==> src/rtl/day2_pkg.sv <==
// -----------------------------------------------------------------------------
// day2_pkg
//   Shared types and helpers for the day-2 demux router slice.
//   - dest_e       : destination select encoding (matches the day-1 mux:
//                    sel=1 -> A, sel=0 -> B)
//   - fifo_state_e : occupancy class of a destination FIFO
//   - ptr_w()      : pointer width for a FIFO of a given depth
// -----------------------------------------------------------------------------
package day2_pkg;

  typedef enum logic {
    DEST_B = 1'b0,
    DEST_A = 1'b1
  } dest_e;

  typedef enum logic [1:0] {
    FIFO_EMPTY   = 2'd0,
    FIFO_PARTIAL = 2'd1,
    FIFO_FULL    = 2'd2
  } fifo_state_e;

  // Pointer width for a power-of-two FIFO; never narrower than one bit.
  function automatic int unsigned ptr_w(input int unsigned depth);
    if (depth > 1) begin
      return $clog2(depth);
    end
    return 1;
  endfunction

endpackage

==> src/rtl/day2_sync_fifo.sv <==
// -----------------------------------------------------------------------------
// day2_sync_fifo
//   Small synchronous FIFO, one per router destination. Head entry is read
//   straight from storage, so a beat written at edge N is first visible as the
//   head after edge N; there is no write-to-read bypass.
//
// Parameters
//   DATA_W  data width
//   DEPTH   entries (power of two, >= 2)
//
// Ports
//   clk_i    in   clock, rising edge
//   rst_i    in   synchronous active-high reset (empties FIFO, zeroes storage)
//   push_i   in   write data_i this cycle (ignored when full)
//   data_i   in   write data
//   pop_i    in   drop the head entry this cycle (ignored when empty)
//   full_o   out  occupancy == DEPTH
//   empty_o  out  occupancy == 0
//   head_o   out  oldest stored entry
// -----------------------------------------------------------------------------
module day2_sync_fifo
  import day2_pkg::*;
#(
  parameter int unsigned DATA_W = 8,
  parameter int unsigned DEPTH  = 2
) (
  input  logic              clk_i,
  input  logic              rst_i,
  input  logic              push_i,
  input  logic [DATA_W-1:0] data_i,
  input  logic              pop_i,
  output logic              full_o,
  output logic              empty_o,
  output logic [DATA_W-1:0] head_o
);

  localparam int unsigned PTR_W = ptr_w(DEPTH);
  localparam logic [PTR_W:0] FULL_CNT = (PTR_W + 1)'(DEPTH);

  logic [DATA_W-1:0] mem [DEPTH];
  logic [PTR_W-1:0]  wr_ptr;
  logic [PTR_W-1:0]  rd_ptr;
  logic [PTR_W:0]    count;
  fifo_state_e       state;
  logic              do_push;
  logic              do_pop;

  // Occupancy class derived purely from the registered count.
  always_comb begin
    state = FIFO_PARTIAL;
    if (count == '0) begin
      state = FIFO_EMPTY;
    end else if (count == FULL_CNT) begin
      state = FIFO_FULL;
    end
  end

  assign full_o  = (state == FIFO_FULL);
  assign empty_o = (state == FIFO_EMPTY);
  assign head_o  = mem[rd_ptr];

  assign do_push = push_i && !full_o;
  assign do_pop  = pop_i && !empty_o;

  // Pointers are PTR_W bits wide and DEPTH is a power of two, so plain
  // increment wraps modulo DEPTH.
  always_ff @(posedge clk_i) begin
    if (rst_i) begin
      wr_ptr <= '0;
      rd_ptr <= '0;
      count  <= '0;
      for (int unsigned i = 0; i < DEPTH; i++) begin
        mem[i] <= '0;
      end
    end else begin
      if (do_push) begin
        mem[wr_ptr] <= data_i;
        wr_ptr      <= wr_ptr + PTR_W'(1);
      end
      if (do_pop) begin
        rd_ptr <= rd_ptr + PTR_W'(1);
      end
      unique case ({do_push, do_pop})
        2'b10:   count <= count + (PTR_W + 1)'(1);
        2'b01:   count <= count - (PTR_W + 1)'(1);
        default: count <= count;
      endcase
    end
  end

endmodule

==> src/rtl/day2_demux_router.sv <==
// -----------------------------------------------------------------------------
// day2_demux_router
//   Steers one valid/ready input stream to one of two output streams by a
//   per-beat select (sel=1 -> A, sel=0 -> B). Each destination owns a small
//   FIFO so a stalled consumer only blocks beats addressed to it. Delivered
//   beats are counted per destination with saturating counters.
//
// Parameters
//   DATA_W  data width on every stream
//   DEPTH   entries per destination FIFO (power of two, >= 2)
//   CNT_W   width of the delivered-beat counters
//
// Ports
//   clk_i       in   clock, rising edge
//   rst_i       in   synchronous active-high reset
//   in_valid_i  in   input beat valid
//   in_ready_o  out  input beat accepted when valid & ready
//   in_data_i   in   input data
//   in_sel_i    in   destination, 1 = A, 0 = B
//   a_valid_o   out  A stream valid
//   a_ready_i   in   A consumer ready
//   a_data_o    out  A stream data
//   b_valid_o   out  B stream valid
//   b_ready_i   in   B consumer ready
//   b_data_o    out  B stream data
//   a_count_o   out  beats delivered on A, saturating
//   b_count_o   out  beats delivered on B, saturating
// -----------------------------------------------------------------------------
module day2_demux_router
  import day2_pkg::*;
#(
  parameter int unsigned DATA_W = 8,
  parameter int unsigned DEPTH  = 2,
  parameter int unsigned CNT_W  = 16
) (
  input  logic              clk_i,
  input  logic              rst_i,
  input  logic              in_valid_i,
  output logic              in_ready_o,
  input  logic [DATA_W-1:0] in_data_i,
  input  logic              in_sel_i,
  output logic              a_valid_o,
  input  logic              a_ready_i,
  output logic [DATA_W-1:0] a_data_o,
  output logic              b_valid_o,
  input  logic              b_ready_i,
  output logic [DATA_W-1:0] b_data_o,
  output logic [CNT_W-1:0]  a_count_o,
  output logic [CNT_W-1:0]  b_count_o
);

  dest_e dest;
  logic  a_full;
  logic  a_empty;
  logic  b_full;
  logic  b_empty;
  logic  push_a;
  logic  push_b;
  logic  pop_a;
  logic  pop_b;

  assign dest = dest_e'(in_sel_i);

  // Ready depends only on the select and registered FIFO occupancy; a
  // same-cycle pop of a full FIFO does not open the input.
  always_comb begin
    in_ready_o = 1'b0;
    if (!rst_i) begin
      unique case (dest)
        DEST_A:  in_ready_o = !a_full;
        DEST_B:  in_ready_o = !b_full;
        default: in_ready_o = 1'b0;
      endcase
    end
  end

  assign push_a = in_valid_i && in_ready_o && (dest == DEST_A);
  assign push_b = in_valid_i && in_ready_o && (dest == DEST_B);

  assign a_valid_o = !a_empty;
  assign b_valid_o = !b_empty;
  assign pop_a     = a_valid_o && a_ready_i;
  assign pop_b     = b_valid_o && b_ready_i;

  day2_sync_fifo #(
    .DATA_W (DATA_W),
    .DEPTH  (DEPTH)
  ) u_fifo_a (
    .clk_i   (clk_i),
    .rst_i   (rst_i),
    .push_i  (push_a),
    .data_i  (in_data_i),
    .pop_i   (pop_a),
    .full_o  (a_full),
    .empty_o (a_empty),
    .head_o  (a_data_o)
  );

  day2_sync_fifo #(
    .DATA_W (DATA_W),
    .DEPTH  (DEPTH)
  ) u_fifo_b (
    .clk_i   (clk_i),
    .rst_i   (rst_i),
    .push_i  (push_b),
    .data_i  (in_data_i),
    .pop_i   (pop_b),
    .full_o  (b_full),
    .empty_o (b_empty),
    .head_o  (b_data_o)
  );

  // Delivered-beat counters hold at all-ones instead of wrapping.
  always_ff @(posedge clk_i) begin
    if (rst_i) begin
      a_count_o <= '0;
      b_count_o <= '0;
    end else begin
      if (pop_a && (a_count_o != '1)) begin
        a_count_o <= a_count_o + CNT_W'(1);
      end
      if (pop_b && (b_count_o != '1)) begin
        b_count_o <= b_count_o + CNT_W'(1);
      end
    end
  end

endmodule

==> config.mk <==
export PLATFORM = sky130hd
export DESIGN_NAME = day2_demux_router
export DESIGN_NICKNAME = d
export VERILOG_FILES = /design/src/rtl/day2_pkg.sv /design/src/rtl/day2_sync_fifo.sv /design/src/rtl/day2_demux_router.sv
export SDC_FILE = /design/constraint.sdc
export NUM_CORES = 1
export LEC_CHECK = 0
export BUFFER_PORTS_ARGS = -buffer_cell sky130_fd_sc_hd__buf_4
export CORE_ASPECT_RATIO = 0.7
export CORE_MARGIN = 4
export CORE_UTILIZATION = 55
export CTS_CLUSTER_SIZE = 12
export DETAILED_ROUTE_END_ITERATION = 7
export PLACE_DENSITY = 0.79
export SYNTH_ARGS = -nofsm -noshare
export SYNTH_HDL_FRONTEND = slang
export SYNTH_SLANG_ARGS = --single-unit
==> constraint.sdc <==
create_clock -name clk_i -period 4.49 [get_ports clk_i]
set_clock_uncertainty 0.05 [all_clocks]
set_input_delay 0.898 -clock clk_i [delete_from_list [all_inputs] [get_ports clk_i]]
set_output_delay 0.898 -clock clk_i [all_outputs]
set_load 0.02 [all_outputs]
# Yosys cells after proc, flatten, opt, wreduce, memory -nomap -nowiden
# Memories as Yosys holds them, arrays and structs flattened. A register that Yosys moved wholly into a read port is not among the register bits.
# Index checks and enable logic that the tools add are counted.
[totals]
memories = 2
word_cells = 80
ram_bits = 32
rom_bits = 0
latch_bits = 0
register_bits = 40
[classes]
mux = 26
n_reduce_logical = 23
n_mul = 0
bitwise_logic = 1
n_addsub = 10
magnitude_cmp = 0
n_eq_ne = 10
div_mod_pow = 0
shifts = 0
[memory_table]
columns = ["name", "words", "width", "read_ports", "rd_ports_with_merged_regs", "write_ports", "line_no", "source"]
rows = [
  ["u_fifo_a.mem", 2, 8, 1, 1, 2, "day2_sync_fifo.sv:40", "logic [DATA_W-1:0] mem [DEPTH];"],
  ["u_fifo_b.mem", 2, 8, 1, 1, 2, "day2_sync_fifo.sv:40", ""],
]
[op_table]
columns = ["cell", "count"]
rows = [
  ["adder 16 x 1 -> 16 bit, second input constant", 2],
  ["inequality test 16 bit, second input constant", 2],
  ["two-way mux 1 bit", 17],
  ["two-way mux 8 bit", 2],
  ["OR reduction 8 bit", 2],
  ["equality test 2 bit, second input constant", 6],
  ["logical AND 1 bit", 11],
  ["logical NOT 2 bit", 4],
  ["two-way mux 2 bit", 4],
  ["case mux 2 bit (2 select lines)", 2],
  ["adder 1 bit, second input constant", 4],
  ["adder 2 x 1 -> 2 bit, second input constant", 2],
  ["equality test 2 x 1 -> 1 bit, second input constant", 2],
  ["logical NOT 1 bit", 4],
  ["nonzero test 2 bit", 2],
  ["subtractor 2 x 1 -> 2 bit, second input constant", 2],
  ["case mux 1 bit (2 select lines)", 1],
  ["NOT 1 bit", 1],
]

# Logic depth before layout (Yosys ltp)
# Gate-level depths: netlist (run 1).
[depth]
ltp_word = 15
mapped_depth = 7

# Hierarchy
# Synthesis (run 1) repeated with hierarchy kept, for this count alone.
[unflattened]
hier_cells = 365
hier_area_um2 = 3684.8
[by_module_without_submodules]
columns = ["module", "seq_area_each_um2", "area_each_um2", "cells_each", "instances"]
rows = [
  ["day2_sync_fifo", 580.6, 935.9, 78, 2],
  ["day2_demux_router", 640.6, 1813.0, 209, 1],
]

# Worst setup path before layout (run 1)
# Ideal clock, no wire load.
[synth_timing]
path_type = "input to output"
start = "in rst_i"
end = "out in_ready_o"
arrival_time_ps = 1904
stages = 4
slack_ps = 1638
n_path_buf = 3
required_ps = 3542
path_cell_list = "clkbuf_1 clkbuf_1 buf_1 nor2_1"
[synth_between]
elab_chain_cells = 1
[synth_rtl]
columns = ["element", "line_no", "source"]
rows = [
  ["from (decl)", "day2_demux_router.sv:37", "input logic rst_i,"],
  ["two-way mux 1 bit", "day2_demux_router.sv:68", "if (!rst_i) begin"],
  ["to (decl)", "day2_demux_router.sv:39", "output logic in_ready_o,"],
]
# Every way passes these cells.

# Worst setup path after layout (run 1)
[layout_timing]
start = "in rst_i"
end = "reg u_fifo_a.count[1]"
[layout_between]
elab_chain_cells = 6
word_cells_on_any_way = 8
classes_between = "eq/ne: 2; mux: 2; reduce/logical: 4"
[layout_rtl]
columns = ["element", "line_no", "source"]
rows = [
  ["two-way mux 1 bit", "day2_demux_router.sv:68", ""],
  ["logical AND 1 bit (2 in series)", "day2_demux_router.sv:77", "assign push_a = in_valid_i && in_ready_o && (dest == DEST_A);"],
  ["logical AND 1 bit", "day2_sync_fifo.sv:62", "assign do_push = push_i && !full_o;"],
  ["equality test 2 x 1 -> 1 bit / equality test 2 bit (equally long branches)", "day2_sync_fifo.sv:83", "unique case ({do_push, do_pop})"],
  ["case mux 2 bit (2 select lines) / nonzero test 2 bit (equally long branches)", "-", ""],
  ["to (signal assigned)", "day2_sync_fifo.sv:84", "2'b10: count <= count + (PTR_W + 1)'(1);"],
  ["to (signal assigned)", "day2_sync_fifo.sv:85", "2'b01: count <= count - (PTR_W + 1)'(1);"],
  ["to (signal assigned)", "day2_sync_fifo.sv:86", "default: count <= count;"],
  ["to (decl)", "day2_sync_fifo.sv:43", "logic [PTR_W:0] count;"],
]
# Several ways; a longest one is shown, not always the timed one.
# A chain may end at the register's enable or synchronous reset.

==> flow_summary.json, run 1 <==
{
  "insertion_delay_ns": 0.34,
  "worstRegToRegCells": 3,
  "grt_pass1_wl_um": 12800,
  "period_needed_ns": 2.91,
  "p_total_w": 0.00155,
  "vias": 2765,
  "diodes": 0,
  "cts_tree": "done",
  "drc": 0,
  "critPathMaxFanout": 48,
  "drive_gt1_share_pct": 27.7,
  "async_flop_share_pct": 0,
  "die-width_um": 104,
  "boundaryPins": 65,
  "finalCritPeriodShare_pct": 64.9,
  "maxSlewViolCount": 0,
  "post_cts_buffers": 0,
  "wl_per_cell_um": 16.2,
  "synth_area_per_cell_sq_um": 10.8,
  "clockBufferDepth": 2,
  "dieArea_sq_um": 7840,
  "cap_violations": 0,
  "clock_sinks": 74,
  "setup_slack_ns": 1.58,
  "synthDistinctLibCells": 55,
  "antenna_found_initial": 0,
  "fin_setup_tns_ns": 0,
  "hp-class": "reg -> reg",
  "whs_path_depth": 1,
  "drtPass1Iterations": 5,
  "port_buffers": 64,
  "initial_utilization_pct": 57.0,
  "endpoint_kind": "register",
  "final_cell_mix": "66 x buf_4, 42 x dfxtp_1, 34 x and2_1",
  "rsz0062_at_grt": "no",
  "cts_inserted_buffers": 9,
  "synth_xor_area_share_pct": 1.72,
  "synth-simple-area-share_pct": 24.4,
  "hold_violations": 0,
  "required_ns": 4.71,
  "start_kind": "input port",
  "synth_top_family_by_area": "simple AND/OR/NAND/NOR gates",
  "grt_pass1_vias": 2561,
  "regArea_sq_um": 1800,
  "path_class": "in -> reg",
  "synth-seq-cells": 74,
  "ir_drop_mv": 0.192,
  "drt_iter0_markers": 136,
  "synth-edff-count": 32,
  "p_leak_nw": 1.74,
  "core_area_sq_um": 6250,
  "final_common_cell": "buf_4",
  "status": "completed",
  "max_freq_mhz": 343,
  "viasPerCell": 5.77,
  "syn_inst": 330,
  "drtAntennaViolNets": 0,
  "ctsResizeCount": 0,
  "netlist_area_sq_um": 3560,
  "place_hpwl_um": 5490,
  "power_density_nw_per_um2": 360,
  "synth_top_area_share_pct": 27.0,
  "grt_max_degree": 49,
  "htree_levels": 3,
  "num-nets-final": 414,
  "place_ws_ns": 1.26,
  "wl_um": 7750,
  "worstSetupStartpoint": "rst_i",
  "timing.rr.start": "u_fifo_b.count[0]",
  "synthAdderAreaFrac_pct": 1.41,
  "rows": 24,
  "die_h_um": 75.3,
  "slew_headroom_pct": 30.2,
  "synth-compound-area-share_pct": 10.5,
  "setup_viol": 0,
  "synth_top_flop_cell": "dfxtp_1",
  "multi_input_area_sq_um": 1690,
  "ys_warn_count": 0,
  "root_buffer": "clkbuf_8",
  "muxShareOfSynthArea_pct": 9.36,
  "grt_overflow": 0,
  "area_growth_pct": 21.2,
  "cts-hold-fix-buffers": 0,
  "yosys.area.top_type": "edfxtp_1",
  "ys_seq_area_share_pct": 50.7,
  "hp-start": "u_fifo_a.wr_ptr",
  "grt_use_total_pct": 21.0,
  "netlist_top_cells_area": "edfxtp_1 27%, dfxtp_1 24%, and2_1 6.0%",
  "syn_nets": 348,
  "tightest_slew_ns": 1.04,
  "fill_cells": 486,
  "routabilityCongestion": 0.794,
  "cp.arrival_ns": 3.13,
  "clk_pin_slew_ns": 0.07
}
[logic make-up (layout without fill, tap and decap cells)]
logic type | Yosys count | in the layout
DFF | 74 | 74
and+or+nand+nor | 143 | 143
AOI/OAI and AO/OA | 55 | 55
buffers and inverters | 17 | 88
xor gates and xnor gates | 7 | 7
muxes | 30 | 30
adders and majority gates | 4 | 4
[power breakdown]
part           internal, W  leakage, nW  switching, W
logic             0.000110        0.967      0.000126
registers         0.000737        0.672     0.0000327
clock network     0.000306        0.102      0.000242
[registers in the layout (all words and copies together) (netlist names), named ones only]
signal and flops:
u_fifo_b.mem 16, u_fifo_a.count 2, a_count_o 16, u_fifo_a.wr_ptr 1, u_fifo_a.rd_ptr 1, u_fifo_b.wr_ptr 1, u_fifo_a.mem 16, u_fifo_b.count 2
b_count_o 16, u_fifo_b.rd_ptr 1
[worst max-delay path: stages]
cell,delay [ns]
buf_4,0.40
clkinv_1,0.56
nand4_1,0.43
ha_1,0.32
or3_1,0.36
a21oi_1,0.15
[metal layers]
metal  up-vias  share of wire [%]  global-route usage (%)
li1       1358                  -                       -
met1      1336                 46                    28.5
met2        67                 47                    32.7
met3         4                6.1                    7.54
met4         0               0.54                    5.16
met5         -                  0                       0
[final timing paths]
path | slack [ns] | endpoint
setup / recovery | 1.58 | u_fifo_a.count[1]
hold / removal | 0.44 | u_fifo_a.wr_ptr
setup reg to reg | 2.04 | u_fifo_b.mem[1][2]
hold reg to reg | 0.44 | u_fifo_a.wr_ptr
[metrics by stage]
step	cells	cell area (sq um)	hold WS [ns]	util, %
final	479	4310	0.441	69.1
after global routing	479	4310	0.454	69.1
after CTS	479	4310	0.439	69.1
after detailed placement	463	4110	0.423	65.7
after global placement	463	4110	0.415	65.7
after floorplan	330	3560	0.397	-
[synth_stat cells, types with 4 or more instances]
cell type,count
nand3_1,9
o31ai_1,6
inv_1,4
mux2i_1,4
nand2_1,18
a21oi_1,17
clkbuf_1,7
ha_1,4
nor2b_1,10
o21ai_0,7
or3_1,6
or4_1,7
nand4_1,6
mux2_2,17
xnor2_1,4
mux2_1,9
nor2_1,27
edfxtp_1,32
and2_1,34
and4_1,4
dfxtp_1,42
[cell type report]
cell class	count	area share, %
Tap cell	78	2.26
Clock buffer	9	2.87
Inverter	6	0.551
Multi-Input combinational cell	239	39.1
Sequential cell	74	41.8
Timing Repair Buffer	66	11.5
Clock inverter	7	1.94
(Power assumes the default switching activity.)
==> run 2, diff against run 1 <==
--- a/config.mk
+++ b/config.mk
@@ -5,13 +5,14 @@
 export SDC_FILE = /design/constraint.sdc
 export NUM_CORES = 1
 export LEC_CHECK = 0
+export ABC_AREA = 1
 export BUFFER_PORTS_ARGS = -buffer_cell sky130_fd_sc_hd__buf_4
 export CORE_ASPECT_RATIO = 0.7
 export CORE_MARGIN = 4
-export CORE_UTILIZATION = 55
+export CORE_UTILIZATION = 50
 export CTS_CLUSTER_SIZE = 12
 export DETAILED_ROUTE_END_ITERATION = 7
-export PLACE_DENSITY = 0.79
+export PLACE_DENSITY = 0.76
 export SYNTH_ARGS = -nofsm -noshare
 export SYNTH_HDL_FRONTEND = slang
 export SYNTH_SLANG_ARGS = --single-unit
==> constraint.sdc (replaced) <==
create_clock -name clk_i -period 2.5 [get_ports clk_i]
set_clock_uncertainty 0.05 [all_clocks]
set_input_delay 0.5 -clock clk_i [delete_from_list [all_inputs] [get_ports clk_i]]
set_output_delay 0.5 -clock clk_i [all_outputs]
set_load 0.02 [all_outputs]
==> run 2 against run 1 <==
Global-route usage shrank 0.75 points. Combinational power grew 50%. Final cell count grew 29%. Area after synthesis grew 2.1%. Clock-buffer cell count is the same. Critical path type is now reg -> out. Highest routed layer unchanged.
==> flow_summary.json, run 2 <==
{
  "status": "completed",
  "synth-edff-count": 32,
  "drive_gt1_share_pct": 21.4,
  "seq_power_share_pct": 47.5,
  "yosys.area.top_type": "edfxtp_1",
  "path_class": "reg -> out",
  "timing.rr.start": "u_fifo_a.count[0]",
  "clockBufferDepth": 2,
  "ys_top_cells_by_count": "112 x nand2_1, 83 x nor2_1, 42 x dfxtp_1, 42 x inv_1, 37 x a21oi_1",
  "diodes": 0,
  "drc": 0,
  "hold_violations": 0,
  "endpoint_kind": "output pin",
  "tightest_slew_ns": 0.494,
  "start_kind": "register",
  "ys_seq_area_share_pct": 49.6,
  "area_growth_pct": 22.4,
  "htree_levels": 3,
  "root_buffer": "clkbuf_8",
  "place_hpwl_um": 6060,
  "p_leak_nw": 1.84,
  "boundaryPins": 65,
  "grt_use_total_pct": 20.3,
  "clock_power_share_pct": 40.0,
  "grt_max_degree": 25,
  "cts_tree": "done",
  "antenna_found_initial": 0,
  "p_comb_share_pct": 12.5,
  "final_common_cell": "nand2_1",
  "async_flop_share_pct": 0,
  "hp-start": "u_fifo_b.rd_ptr",
  "wl_um": 8360,
  "period_needed_ns": 2.01,
  "netlist_area_sq_um": 3630,
  "cts_inserted_buffers": 9,
  "fill_cells": 578,
  "routabilityCongestion": 0.891,
  "grt_pass1_wl_um": 13600,
  "syn_nets": 468,
  "drtPass1Iterations": 5,
  "maxSlewViolCount": 0,
  "wl_per_cell_um": 13.6,
  "cap_violations": 0,
  "netlist_top_cells_area": "edfxtp_1 26%, dfxtp_1 23%, nand2_1 12%",
  "hp-class": "reg -> reg",
  "critPathMaxFanout": 8,
  "rsz0062_at_grt": "no",
  "clk_pin_slew_ns": 0.09,
  "fin_setup_tns_ns": 0,
  "ctsResizeCount": 0,
  "clock_sinks": 74,
  "vias": 3137,
  "cts-hold-fix-buffers": 0,
  "die_h_um": 79.3,
  "synth.most_common_cell": "nand2_1",
  "port_buffers": 64,
  "slew_headroom_pct": 67.1,
  "synthDistinctLibCells": 26,
  "rows": 25,
  "insertion_delay_ns": 0.35,
  "final_cell_mix": "112 x nand2_1, 83 x nor2_1, 68 x buf_4",
  "switching_share_pct": 25.4,
  "initial_utilization_pct": 52.5,
  "synth_top_area_share_pct": 26.5,
  "num-nets-final": 536,
  "post_cts_buffers": 0,
  "drtAntennaViolNets": 0,
  "holdWs_ns": 0.413,
  "dieArea_sq_um": 8710,
  "die-width_um": 110,
  "required_ns": 1.95,
  "ir_drop_mv": 0.331,
  "max_freq_mhz": 496,
  "viasPerCell": 5.08,
  "finalCritPeriodShare_pct": 80.6,
  "core_area_sq_um": 6910,
  "cp.arrival_ns": 1.46,
  "ys_warn_count": 0,
  "grt_pass1_vias": 2838,
  "power_density_nw_per_um2": 641,
  "synth-seq-cells": 74,
  "synth_area_per_cell_sq_um": 8.07,
  "setup_viol": 0,
  "p_sw_w": 0.000722,
  "synth_top_flop_cell": "dfxtp_1",
  "syn_inst": 450,
  "drt_iter0_markers": 149,
  "internal_power_w": 0.00212,
  "grt_overflow": 0
}
-- run 2: changes by cell type after synthesis, moves of 6 or more --
| cell | delta |
|---|---|
| nor2_1 | +56 |
| o31ai_1 | -6 |
| o21ai_0 | +6 |
| or4_1 | -7 |
| or3_1 | -6 |
| a21oi_1 | +20 |
| nand2_1 | +94 |
| mux2_1 | -9 |
| nor2b_1 | -10 |
| inv_1 | +38 |
| and2_1 | -34 |
| nand3_1 | +13 |
-- run 2: stage by stage --
stage | setup slack [ns] | total power (W) | cells | area, sq um | util, %
floorplan | 0.592 | 0.00160 | 450 | 3630 | -
global placement | 0.391 | 0.00172 | 601 | 4200 | 60.7
detailed placement | 0.300 | 0.00174 | 601 | 4200 | 60.7
CTS | 0.464 | 0.00288 | 617 | 4440 | 64.3
global route | 0.289 | 0.00296 | 617 | 4440 | 64.3
finish | 0.485 | 0.00285 | 617 | 4440 | 64.3
-- run 2: final timing paths --
check | end | depth (start not counted) | slack (ns)
min reg2reg | register | 1 | 0.41
min | register | 1 | 0.41
max | a_data_o[7] | 2 | 0.49
max reg2reg | u_fifo_b.count[1] | 10 | 0.55
-- run 2: power groups by stage --
stage	Clock [W]	Combinational [W]	Sequential, W
after CTS	0.00117	0.000358	0.00135
after global routing	0.00121	0.000390	0.00136
final	0.00114	0.000355	0.00135
after global placement	0	0.000348	0.00138
after detailed placement	0	0.000355	0.00138
after floorplan	0	0.000232	0.00137
-- run 2: cell type report --
class,instances,area [sq um],share of cell area (%)
clock inverter,7,125,2.82
timing repair buffer,68,510,11.5
multi-input combinational,323,1610,36.2
tap,94,118,2.65
inverter,42,158,3.55
sequential,74,1800,40.5
clock buffer,9,124,2.79
-- run 2: worst max-delay path, stage by stage, from the launching register on --
cell and delay (ns):
dfxtp_1 0.56, mux2_2 0.40, buf_4 0.16
-- run 2: logic make-up after synthesis --
| group | Yosys count | share of synthesized area [%] |
|---|---|---|
| AOI/OAI and AO/OA | 53 | 7.51 |
| xor gates and xnor gates | 12 | 2.89 |
| adders and majority gates | 4 | 1.38 |
| buffers and inverters | 53 | 6.13 |
| DFF | 74 | 49.6 |
| muxes | 16 | 4.96 |
| and+or+nand+nor | 238 | 27.5 |
-- run 2: per-layer routing --
layer  vias up  part of all wire [%]  global-route usage, %
li1       1604                     -                      -
met2        90                    46                   31.2
met4         0                  0.73                   4.86
met5         -                     0                      0
met1      1439                    47                   28.3
met3         4                   6.0                   5.61
==> run 3, diff against run 2 <==
==> constraint.sdc (replaced) <==
create_clock -name clk_i -period 1.67 [get_ports clk_i]
set_clock_uncertainty 0.05 [all_clocks]
set_input_delay 0.334 -clock clk_i [delete_from_list [all_inputs] [get_ports clk_i]]
set_output_delay 0.334 -clock clk_i [all_outputs]
set_load 0.02 [all_outputs]
==> run 3 against run 2 <==
The flow now finishes with violations (negative setup slack). Via count rose by 9.5%. Sequential cell count stayed put. Total power is 65% higher. Utilization increased by 9.8 points. Critical path depth increased by 8. Worst hold slack got worse by 0.15 ns. Design area increased by 15%. Clock-buffer cell count rose by 1. Routed wire length up 13%. Combinational power increased by 130%. Clock power increased by 61%. First-iteration DRC count increased by 21%. Critical endpoint is now u_fifo_b.count[1].
==> flow_summary.json, run 3 (synthesized netlist as in run 2, its figures left out) <==
{
  "slew_headroom_pct": 73.8,
  "grt_pass1_vias": 3180,
  "final_common_cell": "nand2_1",
  "final_cell_mix": "103 x nand2_1, 86 x buf_4, 78 x nor2_1",
  "dpl-instance-area_sq_um": 4530,
  "maxSlewViolCount": 0,
  "slowest_stage": "dfxtp_2",
  "switching_share_pct": 24.9,
  "area_growth_pct": 41.0,
  "clock_power_share_pct": 39.3,
  "die_h_um": 79.3,
  "boundaryPins": 65,
  "cp.arrival_ns": 1.92,
  "p_sw_w": 0.00117,
  "root_buffer": "clkbuf_8",
  "cts_inserted_buffers": 9,
  "vias": 3435,
  "period_needed_ns": 1.74,
  "critPathTopFamily": "compound AO/OA/AOI/OAI gates",
  "rsz0062_at_grt": "yes",
  "insertion_delay_ns": 0.34,
  "tightest_slew_ns": 0.393,
  "clk_pin_slew_ns": 0.08,
  "grt_use_total_pct": 21.7,
  "p_comb_share_pct": 17.2,
  "utilization_pct": 74.1,
  "antenna_found_initial": 0,
  "cts_tree": "done",
  "viasPerCell": 5.20,
  "wl_per_cell_um": 14.3,
  "stdcell_count": 660,
  "rows": 25,
  "seq_power_share_pct": 43.5,
  "start_kind": "register",
  "htree_levels": 3,
  "clockBufferDepth": 2,
  "wl_um": 9460,
  "drive_gt1_share_pct": 32.7,
  "power_density_nw_per_um2": 915,
  "stdcell_area_sq_um": 5120,
  "setup_viol": 2,
  "fin_setup_tns_ns": -0.0777,
  "port_buffers": 64,
  "path_class": "reg -> reg",
  "num-nets-final": 579,
  "place_inst": 637,
  "p_leak_nw": 2.16,
  "clock_sinks": 74,
  "place_hpwl_um": 6300,
  "max_freq_mhz": 574,
  "crit_path_cell_trace": "inv_2 > a21oi_2 > nor2_4 > nor3_4 > nand2_2 > ha_4 > a21oi_2 > o21ai_1 > o21ai_1 > a21oi_1",
  "slowest_delay_ns": 0.37,
  "setup_slack_ns": -0.0708,
  "dieArea_sq_um": 8710,
  "drtAntennaViolNets": 0,
  "place_ws_ns": -0.181,
  "die-width_um": 110,
  "cts-hold-fix-buffers": 0,
  "routabilityCongestion": 0.841,
  "cap_violations": 0,
  "grt_pass1_wl_um": 14900,
  "drc": 0,
  "grt_max_degree": 24,
  "critPathMaxFanout": 3,
  "hold_violations": 0,
  "met2WireLength_um": 4610,
  "finalCritPeriodShare_pct": 104,
  "drtPass1Iterations": 5,
  "diodes": 0,
  "highest_layer": "met4",
  "met1_length_um": 4090,
  "required_ns": 1.85,
  "initial_utilization_pct": 52.5,
  "endpoint_kind": "register",
  "crit_buf_inv": 1,
  "ir_drop_mv": 0.533,
  "internal_power_w": 0.00352,
  "wl_met3_um": 587,
  "core_area_sq_um": 6910,
  "status": "finished, violations left",
  "grt_overflow": 0,
  "violations": "negative setup slack",
  "hp-class": "in -> reg",
  "drt_iter0_markers": 180
}
[run 3: changes by cell type in the layout (fill, tap and decap cells not counted), sizes merged]
cell / previous run / this run
clkinv: 3 / 0
inv: 43 / 44
bufinv: 3 / 4
nor2: 88 / 89
clkbuf: 9 / 10
buf: 68 / 110
[run 3: routing by layer]
layer  track usage [%]  vias up
met3              4.55       16
met4              5.85        0
met1              28.6     1610
met2              36.2      118
met5                 0        -
li1                  -     1691
[run 3: worst paths after layout]
kind	start	end	slack, ns	depth (start not counted)
worst max-delay path	u_fifo_b.count[0]	u_fifo_b.count[1]	-0.07	10
worst min-delay path	rst_i	u_fifo_b.wr_ptr	0.26	4
worst max register to register	u_fifo_b.count[0]	u_fifo_b.count[1]	-0.07	10
worst min register to register	u_fifo_b.rd_ptr	register	0.39	1
[run 3: per-stage QoR]
| stage | hold slack [ns] | power (W) |
|---|---|---|
| 2_1_floorplan | 0.353 | 0.00240 |
| 6_report | 0.264 | 0.00468 |
| 5_1_grt | 0.270 | 0.00484 |
| 4_1_cts | 0.255 | 0.00456 |
| 3_5_place_dp | 0.392 | 0.00271 |
| 3_3_place_gp | 0.384 | 0.00268 |
[run 3: area by class of cell]
class                      count  area [sq um]
clock buffer                  10           128
clock inverter                 6           138
fill                         484          1790
inverter                      42           158
multi-input combinational    324          1810
sequential                    74          1810
tap                           94           118
timing repair buffer         110           960
[run 3: power groups by stage]
stage | Sequential [W] | Combinational (W) | Clock, W
2_1_floorplan | 0.00205 | 0.000347 | 0
3_3_place_gp | 0.00205 | 0.000633 | 0
3_5_place_dp | 0.00206 | 0.000648 | 0
4_1_cts | 0.00202 | 0.000686 | 0.00186
5_1_grt | 0.00204 | 0.000862 | 0.00194
6_report | 0.00204 | 0.000807 | 0.00184
[run 3: worst min-delay path: stages]
cell,delay [ns]
buf_4,0.12
nor2_1,0.06
nand2_2,0.06
nand2_1,0.04
[run 3: timing repair]
item | 4_1_cts | 5_1_grt
cloned | 0 | 1
pin swaps | 5 | 7
gates resized for setup | 20 | 59
hold endpoints to repair | 0 | 0
buffers inserted | 7 | 2
setup endpoints to repair | 20 | 70
